## src/rtl/ph_host_ctrl_pkg.sv

```systemverilog
// Shared definitions for the host-side PH register controller.
// This package holds the flag bit positions, the address map, the clear-sequencer
// state encoding and the status byte helper.
package ph_host_ctrl_pkg;

  localparam int FLAG_Q    = 0;
  localparam int FLAG_I    = 1;
  localparam int FLAG_J    = 2;
  localparam int FLAG_M    = 3;
  localparam int FLAG_V    = 4;
  localparam int FLAG_P    = 5;
  localparam int FLAG_T    = 6;
  localparam int NUM_FLAGS = 7;

  localparam logic [2:0] ADDR_FLAGS = 3'd0;

  typedef enum logic [0:0] {
    CLR_IDLE     = 1'b0,
    CLR_CLEARING = 1'b1
  } clr_state_e;

  function automatic logic [7:0] status_byte(input logic avail, input logic not_full,
                                             input logic [5:0] low_bits);
    return {avail, not_full, low_bits};
  endfunction

endpackage

```

## src/rtl/ph_host_ctrl_pulse_stretch.sv

```systemverilog
// This is a loadable down-counter. The busy output is high while the count is nonzero.
// The last output flags the final busy cycle.
module pulse_stretch #(
  parameter int unsigned    W       = 4,
  parameter logic [W-1:0]   RST_VAL = '0
) (
  input  logic         clk,
  input  logic         rst_n,
  input  logic         load,
  input  logic [W-1:0] load_val,
  input  logic         abort,
  output logic         busy,
  output logic         last
);

  logic [W-1:0] cnt_r;

  // Count register: load, abort, or decrement toward zero.
  always_ff @(posedge clk or negedge rst_n) begin
    if (!rst_n) begin
      cnt_r <= RST_VAL;
    end else if (load) begin
      cnt_r <= load_val;
    end else if (abort) begin
      cnt_r <= '0;
    end else if (cnt_r != '0) begin
      cnt_r <= cnt_r - {{(W-1){1'b0}}, 1'b1};
    end else begin
      cnt_r <= cnt_r;
    end
  end

  assign busy = (cnt_r != '0);
  assign last = (cnt_r == {{(W-1){1'b0}}, 1'b1});

endmodule

```

## src/rtl/ph_host_ctrl.sv

```systemverilog
// This is the host-side controller for the parasite-to-host register quad.
// It handles decode, read mux, the Tube flags, IRQ, FIFO clear and parasite reset.
module ph_host_ctrl
  import ph_host_ctrl_pkg::*;
#(
  parameter int unsigned CLR_CYCLES = 4,
  parameter int unsigned RST_CYCLES = 8
) (
  input  logic       h_phi2,
  input  logic       h_rst_b,
  input  logic       h_cs,
  input  logic       h_rdnw,
  input  logic [2:0] h_addr,
  input  logic [7:0] h_din,
  input  logic [7:0] h_ph_data,
  input  logic [3:0] h_data_available,
  input  logic [3:0] h_hp_not_full,
  output logic [3:0] h_selectData,
  output logic       h_rd,
  output logic [7:0] h_dout,
  output logic       h_irq_b,
  output logic       h_fifo_clr,
  output logic       p_rst_out,
  output logic       one_byte_mode,
  output logic [6:0] flags
);

  logic [NUM_FLAGS-1:0] flags_r, flags_next_s;
  clr_state_e           clr_state_r;
  logic                 flag_wr_s, t_set_s, t_clr_s;
  logic                 clr_busy_s, clr_cnt_last_s, clr_last_s;
  logic                 rst_busy_s, rst_last_s;
  logic                 p_rst_r, irq_b_r;
  logic [3:0]           sel_s;
  logic [7:0]           dout_s;

  assign flag_wr_s  = h_cs & ~h_rdnw & (h_addr == ADDR_FLAGS);
  assign t_set_s    = flag_wr_s & h_din[FLAG_T] & h_din[7];
  assign t_clr_s    = flag_wr_s & h_din[FLAG_T] & ~h_din[7];
  assign clr_last_s = (clr_state_r == CLR_CLEARING) & clr_cnt_last_s;

  pulse_stretch #(.W(4), .RST_VAL(4'h0)) u_clr_stretch (
    .clk      (h_phi2),
    .rst_n    (h_rst_b),
    .load     (t_set_s),
    .load_val (4'(CLR_CYCLES)),
    .abort    (t_clr_s),
    .busy     (clr_busy_s),
    .last     (clr_cnt_last_s)
  );

  pulse_stretch #(.W(8), .RST_VAL(8'(RST_CYCLES))) u_rst_stretch (
    .clk      (h_phi2),
    .rst_n    (h_rst_b),
    .load     (1'b0),
    .load_val (8'h00),
    .abort    (1'b0),
    .busy     (rst_busy_s),
    .last     (rst_last_s)
  );

  // Next flag value: masked set/clear writes, then T auto-clear unless rewritten.
  always_comb begin
    flags_next_s = flags_r;
    if (flag_wr_s) begin
      for (int i = 0; i < NUM_FLAGS; i++) begin
        if (h_din[i]) begin
          flags_next_s[i] = h_din[7];
        end else begin
          flags_next_s[i] = flags_r[i];
        end
      end
    end else begin
      flags_next_s = flags_r;
    end
    if (clr_last_s && !(flag_wr_s && h_din[FLAG_T])) begin
      flags_next_s[FLAG_T] = 1'b0;
    end else begin
      flags_next_s[FLAG_T] = flags_next_s[FLAG_T];
    end
  end

  // Flag register, parasite reset and IRQ outputs.
  always_ff @(posedge h_phi2 or negedge h_rst_b) begin
    if (!h_rst_b) begin
      flags_r <= 7'b0;
      p_rst_r <= 1'b1;
      irq_b_r <= 1'b1;
    end else begin
      flags_r <= flags_next_s;
      // Mirror the next count state so the output stays in step with the counter.
      p_rst_r <= flags_next_s[FLAG_P] | (rst_busy_s & ~rst_last_s);
      irq_b_r <= ~(flags_r[FLAG_Q] & h_data_available[3]);
    end
  end

  // Clear sequencer: a T-set write (re)starts, and a T-clear write or the last count ends it.
  always_ff @(posedge h_phi2 or negedge h_rst_b) begin
    if (!h_rst_b) begin
      clr_state_r <= CLR_IDLE;
    end else begin
      case (clr_state_r)
        CLR_IDLE: begin
          if (t_set_s) clr_state_r <= CLR_CLEARING;
          else         clr_state_r <= CLR_IDLE;
        end
        CLR_CLEARING: begin
          if (t_set_s)                     clr_state_r <= CLR_CLEARING;
          else if (t_clr_s || clr_last_s) clr_state_r <= CLR_IDLE;
          else                             clr_state_r <= CLR_CLEARING;
        end
        default: clr_state_r <= CLR_IDLE;
      endcase
    end
  end

  // Read decode: odd addresses select data registers, and even addresses return status.
  always_comb begin
    sel_s  = 4'b0000;
    dout_s = 8'h00;
    if (h_cs && h_rdnw) begin
      if (h_addr[0]) begin
        sel_s[h_addr[2:1]] = 1'b1;
        dout_s             = h_ph_data;
      end else if (h_addr[2:1] == 2'd0) begin
        dout_s = status_byte(h_data_available[0], h_hp_not_full[0], flags_r[5:0]);
      end else begin
        dout_s = status_byte(h_data_available[h_addr[2:1]],
                             h_hp_not_full[h_addr[2:1]], 6'b000000);
      end
    end else begin
      sel_s  = 4'b0000;
      dout_s = 8'h00;
    end
  end

  assign h_selectData  = sel_s;
  assign h_rd          = |sel_s;
  assign h_dout        = dout_s;
  assign h_irq_b       = irq_b_r;
  assign h_fifo_clr    = clr_busy_s;
  assign p_rst_out     = p_rst_r;
  assign one_byte_mode = ~flags_r[FLAG_V];
  assign flags         = flags_r;

endmodule

```

## config.mk

```make
export PLATFORM = sky130hd
export DESIGN_NAME = ph_host_ctrl
export DESIGN_NICKNAME = d
export VERILOG_FILES = /design/src/rtl/ph_host_ctrl_pkg.sv /design/src/rtl/ph_host_ctrl_pulse_stretch.sv /design/src/rtl/ph_host_ctrl.sv
export SDC_FILE = /design/constraint.sdc
export NUM_CORES = 1
export LEC_CHECK = 0
export BUFFER_PORTS_ARGS = -buffer_cell sky130_fd_sc_hd__buf_2
export CAP_MARGIN = 30
export CORE_MARGIN = 10
export CORE_UTILIZATION = 35
export CTS_CLUSTER_SIZE = 10
export DETAILED_ROUTE_END_ITERATION = 10
export PLACE_DENSITY = 0.7
export SETUP_SLACK_MARGIN = 0.2
export SKIP_LAST_GASP = 1
export SYNTH_ARGS = -nofsm -noshare
export SYNTH_HDL_FRONTEND = slang
export SYNTH_SLANG_ARGS = --single-unit
```

## constraint.sdc

```tcl
create_clock -name h_phi2 -period 2.1 [get_ports h_phi2]
set_clock_uncertainty 0.2 [all_clocks]
set_input_delay 0.21 -clock h_phi2 [delete_from_list [all_inputs] [get_ports h_phi2]]
set_output_delay 0.21 -clock h_phi2 [all_outputs]
set_load 0.05 [all_outputs]
```

==> impl_metrics.ini, run 1 <==
[placed_design]
place.detailed.hpwl_um = 2760
gp_congestion = 0.869
portBuffers = 54

[worst_setup_path]
crit_path_top_delay_cell = or3b_4
worst_ep_required_time_ns = 1.69
critPathLaunchType = register
path_cells = inv_2 > ha_1 > or3b_4 > buf_8
path_buf_inv = 2
critPathKind = reg2out
endpoint_kind = output pin
cp_max_fo = 5
arrival_ns = 1.44
cp_top_family = simple AND/OR/NAND/NOR gates
max_stage_delay_ns = 0.41

[clocking]
clkLatencyLatePin_ns = 0.26
clkTransAtPathRegs_ns = 0.08
cts_root_buffer = clkbuf_8
cts_buffer_depth = 2
cts.sinks = 22
cts_made_buffers = 3
cts.htree.levels = 1
cts_tree = built

[die]
dieArea_um2 = 6550
die_y_um = 80.9
initial_core_util_pct = 35.7
coreArea_um2 = 3630
die_x_um = 80.9
rows = 22
io_pins = 55

[layout]
layout_common_cells = 53 x buf_2, 19 x dfrtp_1, 8 x nand3_1
drive_gt1_share_pct = 49.2
antenna_cells = 0
final_common_cell = buf_2
syn_to_final_growth_pct = 37.0
nNetsFinal = 227

[timing]
hold_violations = 0
period_minus_slack_ns = 1.85
setup_tns_ns = 0
rsz0062_at_grt = no
timing.fmax_ghz = 0.540
setup_viol = 0
worst_pin_slew_ns = 0.462
report.final.slew_viol_count = 0
timing.final.crit_share_pct = 88.1
slew_headroom_pct = 69.2

[synth]
ys_ff_latch = 22
synth_area_um2 = 1300
ys_warn_count = 0
synth_seq_area_share_pct = 42.7
synthCells = 129
avgSynthCellArea_um2 = 10.1
synthDistinctLibCells = 36
synth_nets = 166

[drt]
drtIter0Drc = 36
drt_first_pass_iters = 4
viasPerCell = 5.07
vias = 1201
wl_per_cell_um = 14.5
drtAntennaViolNets = 0
drt_wl_total_um = 3440
drc = 0

[run_status]
status = complete, no violations

[pwr]
ir_drop_mv = 0.518
p_per_area_nw_per_um2 = 903
finalPower_w = 0.00161
leakagePower_nw = 0.912

[hold_path]
hold_path_class = in2reg

[grt]
grt.total_usage_pct = 9.87
grt_max_degree = 23
antenna_found_initial = 0
grt_pass1_vias = 1166
grt_overflow = 0
grt_pass1_wl_um = 5330

[run]
drv_cap = 0
[where the power goes]
group	total [W]	internal (W)	switching, W
Combinational	0.000641	0.000266	0.000375
Sequential	0.000573	0.000509	0.0000645
Clock	0.000392	0.000254	0.000137
[stage by stage]
stage	hold slack [ns]	util [%]	setup WS, ns	area, um^2	instances
floorplan	-0.286	-	0.00550	1320	129
global placement	0.000666	44.9	0.305	1630	226
detailed placement	-0.00645	44.9	0.251	1630	226
CTS	0.0394	47.8	0.216	1740	233
global route	0.0639	49.0	0.194	1780	237
finish	0.0381	49.0	0.249	1780	237
[what timing repair did]
| item | 4_1_cts | 5_1_grt |
|---|---|---|
| hold buffers | 2 | 0 |
| setup buffers | 1 | 4 |
| endpoints found under the hold margin | 20 | 0 |
| resized for setup | 4 | 4 |
| endpoints found under the setup margin | 1 | 2 |
[final timing paths]
kind	from	to	slack, ns	cells past startpoint
worst min register to register	flags[0]	h_irq_b	0.31	1
worst max register to register	u_rst_stretch.cnt_r[2]	u_rst_stretch.cnt_r[7]	0.35	3
min in group asynchronous	h_rst_b	u_clr_stretch.cnt_r[1]	0.23	2
worst max-delay path	u_clr_stretch.cnt_r[0]	h_fifo_clr	0.25	4
max in group asynchronous	h_rst_b	h_irq_b	1.12	2
worst min-delay path	h_din[5]	p_rst_out	0.04	3
[routing by layer]
metal,up-vias,global-route usage (%),routed length (um)
met2,54,15.5,1420
met4,0,2.08,21
met1,551,12.4,1480
li1,591,-,-
met3,5,4.08,518
met5,-,0,0
[worst register-to-register path: cells and delay by family, from the launching register on]
family / cells / cell delay [ns]
and+or+nand+nor: 3 / 1.06
DFF: 1 / 0.43
[synth_stat cells]
library cell	number	area, um^2
dfrtp_1	19	475
nand3_1	8	40.0
inv_1	7	26.3
nand2_1	7	26.3
nor2_1	7	26.3
a22o_1	6	52.6
ha_1	6	75.1
mux2_2	6	67.6
and3_1	5	31.3
o21ai_0	5	25.0
buf_2	4	20.0
a31o_2	3	26.3
clkbuf_1	3	11.3
dfstp_2	3	78.8
mux2i_1	3	30.0
nor2b_1	3	18.8
nor4b_1	3	26.3
o31ai_1	3	22.5
or3_1	3	18.8
xnor2_1	3	26.3
a21oi_1	2	10.0
a221oi_1	2	17.5
nor3_1	2	10.0
o2111a_1	2	22.5
or3b_2	2	17.5
xor2_1	2	17.5
a211oi_1	1	7.51
and2_1	1	6.26
and4_1	1	8.76
nand3b_1	1	7.51
nor3_2	1	10.0
nor3b_1	1	7.51
o211ai_1	1	7.51
o21ai_1	1	5.00
or4_1	1	7.51
or4_4	1	11.3
[flip-flops by register name (all words and copies together) (netlist names)]
signal,cells
flags,7
u_clr_stretch.cnt_r,4
clr_state_r,1
h_irq_b,1
p_rst_out,1
u_rst_stretch.cnt_r,8
[kinds of logic after synthesis]
logic type / after synthesis / synth area share [%]
adder cells (fa/ha/maj): 6 / 5.78
flip-flops: 22 / 42.7
AND/OR/NAND/NOR: 47 / 21.1
AO/OA/AOI/OAI: 26 / 15.1
XOR/XNOR: 5 / 3.37
buffers and inverters: 14 / 4.43
multiplexers: 9 / 7.51
[area by class of cell]
class                      instances  area, um^2
fill                             351        1850
multi-input combinational         93         714
sequential                        22         554
timing repair buffer              63         353
tap                               48        60.1
clock buffer                       3        41.3
clock inverter                     1        30.0
inverter                           7        26.3
No activity file was read; power rests on OpenSTA's default activity.
==> run 2: changes to the inputs <==
- PLACE_DENSITY: 0.7 -> 0.72
- SLEW_MARGIN: unset -> 15
- clock period: 2.1 -> 1.6 ns (I/O delays scaled with it)
==> run 2 against run 1 <==
Against the previous run: the run now ends with negative setup slack left; utilization increased by 16 points; non-clock buffer count increased by 24; sequential power increased by 31%; count of clock-buffer cells in the layout unchanged; sequential share of layout area decreased by 7.7 points; critical path depth unchanged; combinational power increased by 72%; worst hold slack got worse by 0.020 ns; die area unchanged; first-iteration DRC count increased to 2.7 times the previous value; final area increased by 33%.
==> impl_metrics.ini, run 2 (synthesis results as in run 1) <==
[die]
dieArea_um2 = 6550
coreArea_um2 = 3630
initial_core_util_pct = 35.7
die_y_um = 80.9
io_pins = 55
rows = 22
die_x_um = 80.9

[run_status]
status = finished with violations
violations = negative setup slack

[drt]
wl_per_cell_um = 16.1
drt_first_pass_iters = 4
drc = 0
drtIter0Drc = 97
drtAntennaViolNets = 0
viasPerCell = 5.15
drt_wl_total_um = 4220
vias = 1349

[hold_path]
hold_end = flags[4]
hold_path_class = in2reg
min_from = h_din[4]
hold_depth = 3

[clocking]
clkTransAtPathRegs_ns = 0.08
cts_made_buffers = 3
clkLatencyLatePin_ns = 0.26
cts_buffer_depth = 2
cts_tree = built
cts_root_buffer = clkbuf_8
cts.htree.levels = 1
cts.sinks = 22

[pwr]
p_comb_share_pct = 46.3
ir_drop_mv = 0.646
p_sw_share_pct = 36.3
p_sw_w = 0.000859
leakagePower_nw = 1.18
finalPower_w = 0.00237
power.internal_w = 0.00151
p_seq_share_pct = 31.7
p_per_area_nw_per_um2 = 1000
pwr-share-clk_pct = 22.0

[worst_setup_path]
endpoint_kind = output pin
crit_path_top_delay_cell = dfrtp_1
critPathLaunchType = register
path_cells = inv_2 > ha_4 > or3b_4 > buf_8
arrival_ns = 1.42
cp_max_fo = 2
reg2reg_to = u_clr_stretch.cnt_r[2]
worst_ep_required_time_ns = 1.24
path_buf_inv = 2
max_stage_delay_ns = 0.40
critPathKind = reg2out
ff2ff_setup_slack_ns = -0.16
cp_top_family = flip-flops
cp.depth = 4
r2r_cells = 6
r2r-start = u_clr_stretch.cnt_r[0]

[timing]
timing.fmax_ghz = 0.563
timing.final.crit_share_pct = 111
whs_ns = 0.0183
hold_violations = 0
setup_tns_ns = -0.865
period_minus_slack_ns = 1.78
rsz0062_at_grt = yes
slew_headroom_pct = 66.9
setup_viol = 9
report.final.slew_viol_count = 0
fin_ws_ns = -0.176
worst_pin_slew_ns = 0.497

[placed_design]
place.detailed.hpwl_um = 2920
gp_congestion = 0.796
portBuffers = 54

[layout]
antenna_cells = 0
drive_gt1_share_pct = 68.7
final_common_cell = buf_2
utilization_pct = 65.1
syn_to_final_growth_pct = 82.1
top_register = u_rst_stretch.cnt_r
layout_common_cells = 36 x buf_2, 29 x buf_4, 19 x dfrtp_1
nNetsFinal = 252
largest_reg_flops = 8

[grt]
grt_pass1_wl_um = 6470
grt.total_usage_pct = 12.2
antenna_found_initial = 0
grt_pass1_vias = 1370
grt_overflow = 0
grt_max_degree = 23

[run]
drv_cap = 0
-- run 2: changes by cell type in the layout (fill, tap and decap cells not counted), sizes merged --
cell         delta
clkbuf          +2
buf            +21
dlygate4sd3     +1
and3            +1
-- run 2: how the worst max path moves through the flow --
stage | slack, ns | endpoint | from
after floorplan | -0.07 | u_clr_stretch.cnt_r[2] | u_clr_stretch.cnt_r[0]
after global placement | -0.03 | u_rst_stretch.cnt_r[6] | u_rst_stretch.cnt_r[0]
after detailed placement | -0.09 | u_rst_stretch.cnt_r[6] | u_rst_stretch.cnt_r[0]
after CTS | -0.18 | h_fifo_clr | u_clr_stretch.cnt_r[0]
after global routing | -0.24 | h_fifo_clr | u_clr_stretch.cnt_r[0]
final | -0.18 | h_fifo_clr | u_clr_stretch.cnt_r[0]
-- run 2: metal layers --
metal | GRT usage, % | part of all wire, %
met1 | 13.1 | 37
met2 | 23.0 | 55
met3 | 3.53 | 7.0
met4 | 2.25 | 1.0
met5 | 0 | 0
-- run 2: cell type report --
class / instances / area (um^2)
multi-input combinational: 94 / 967
timing repair buffer: 87 / 686
fill: 267 / 1270
tap: 48 / 60.1
clock inverter: 1 / 30.0
inverter: 7 / 26.3
sequential: 22 / 554
clock buffer: 3 / 41.3
-- run 2: worst min-delay path, stage by stage --
cell	delay, ns
buf_2	0.09
nand3_1	0.06
mux2_2	0.14
-- run 2: metrics by stage --
step / instance area (um^2) / cells / setup WS, ns
after global placement: 1890 / 241 / -0.0339
final: 2360 / 262 / -0.176
after floorplan: 1550 / 129 / -0.0663
after CTS: 2200 / 255 / -0.184
after global routing: 2360 / 262 / -0.238
after detailed placement: 1890 / 241 / -0.0896
-- run 2: power groups by stage --
stage,Clock [W],Sequential [W],Combinational [W]
2_1_floorplan,0,0.000916,0.000469
3_3_place_gp,0,0.000754,0.000831
3_5_place_dp,0,0.000758,0.000843
4_1_cts,0.000533,0.000744,0.000956
5_1_grt,0.000549,0.000766,0.00118
6_report,0.000521,0.000751,0.00110
-- run 2: what timing repair did --
item,CTS,global route
setup endpoints to repair,28,27
setup buffers,7,6
cloned,0,1
pin swaps,12,11
resized for setup,45,26
hold endpoints to repair,25,0
hold buffers,3,0
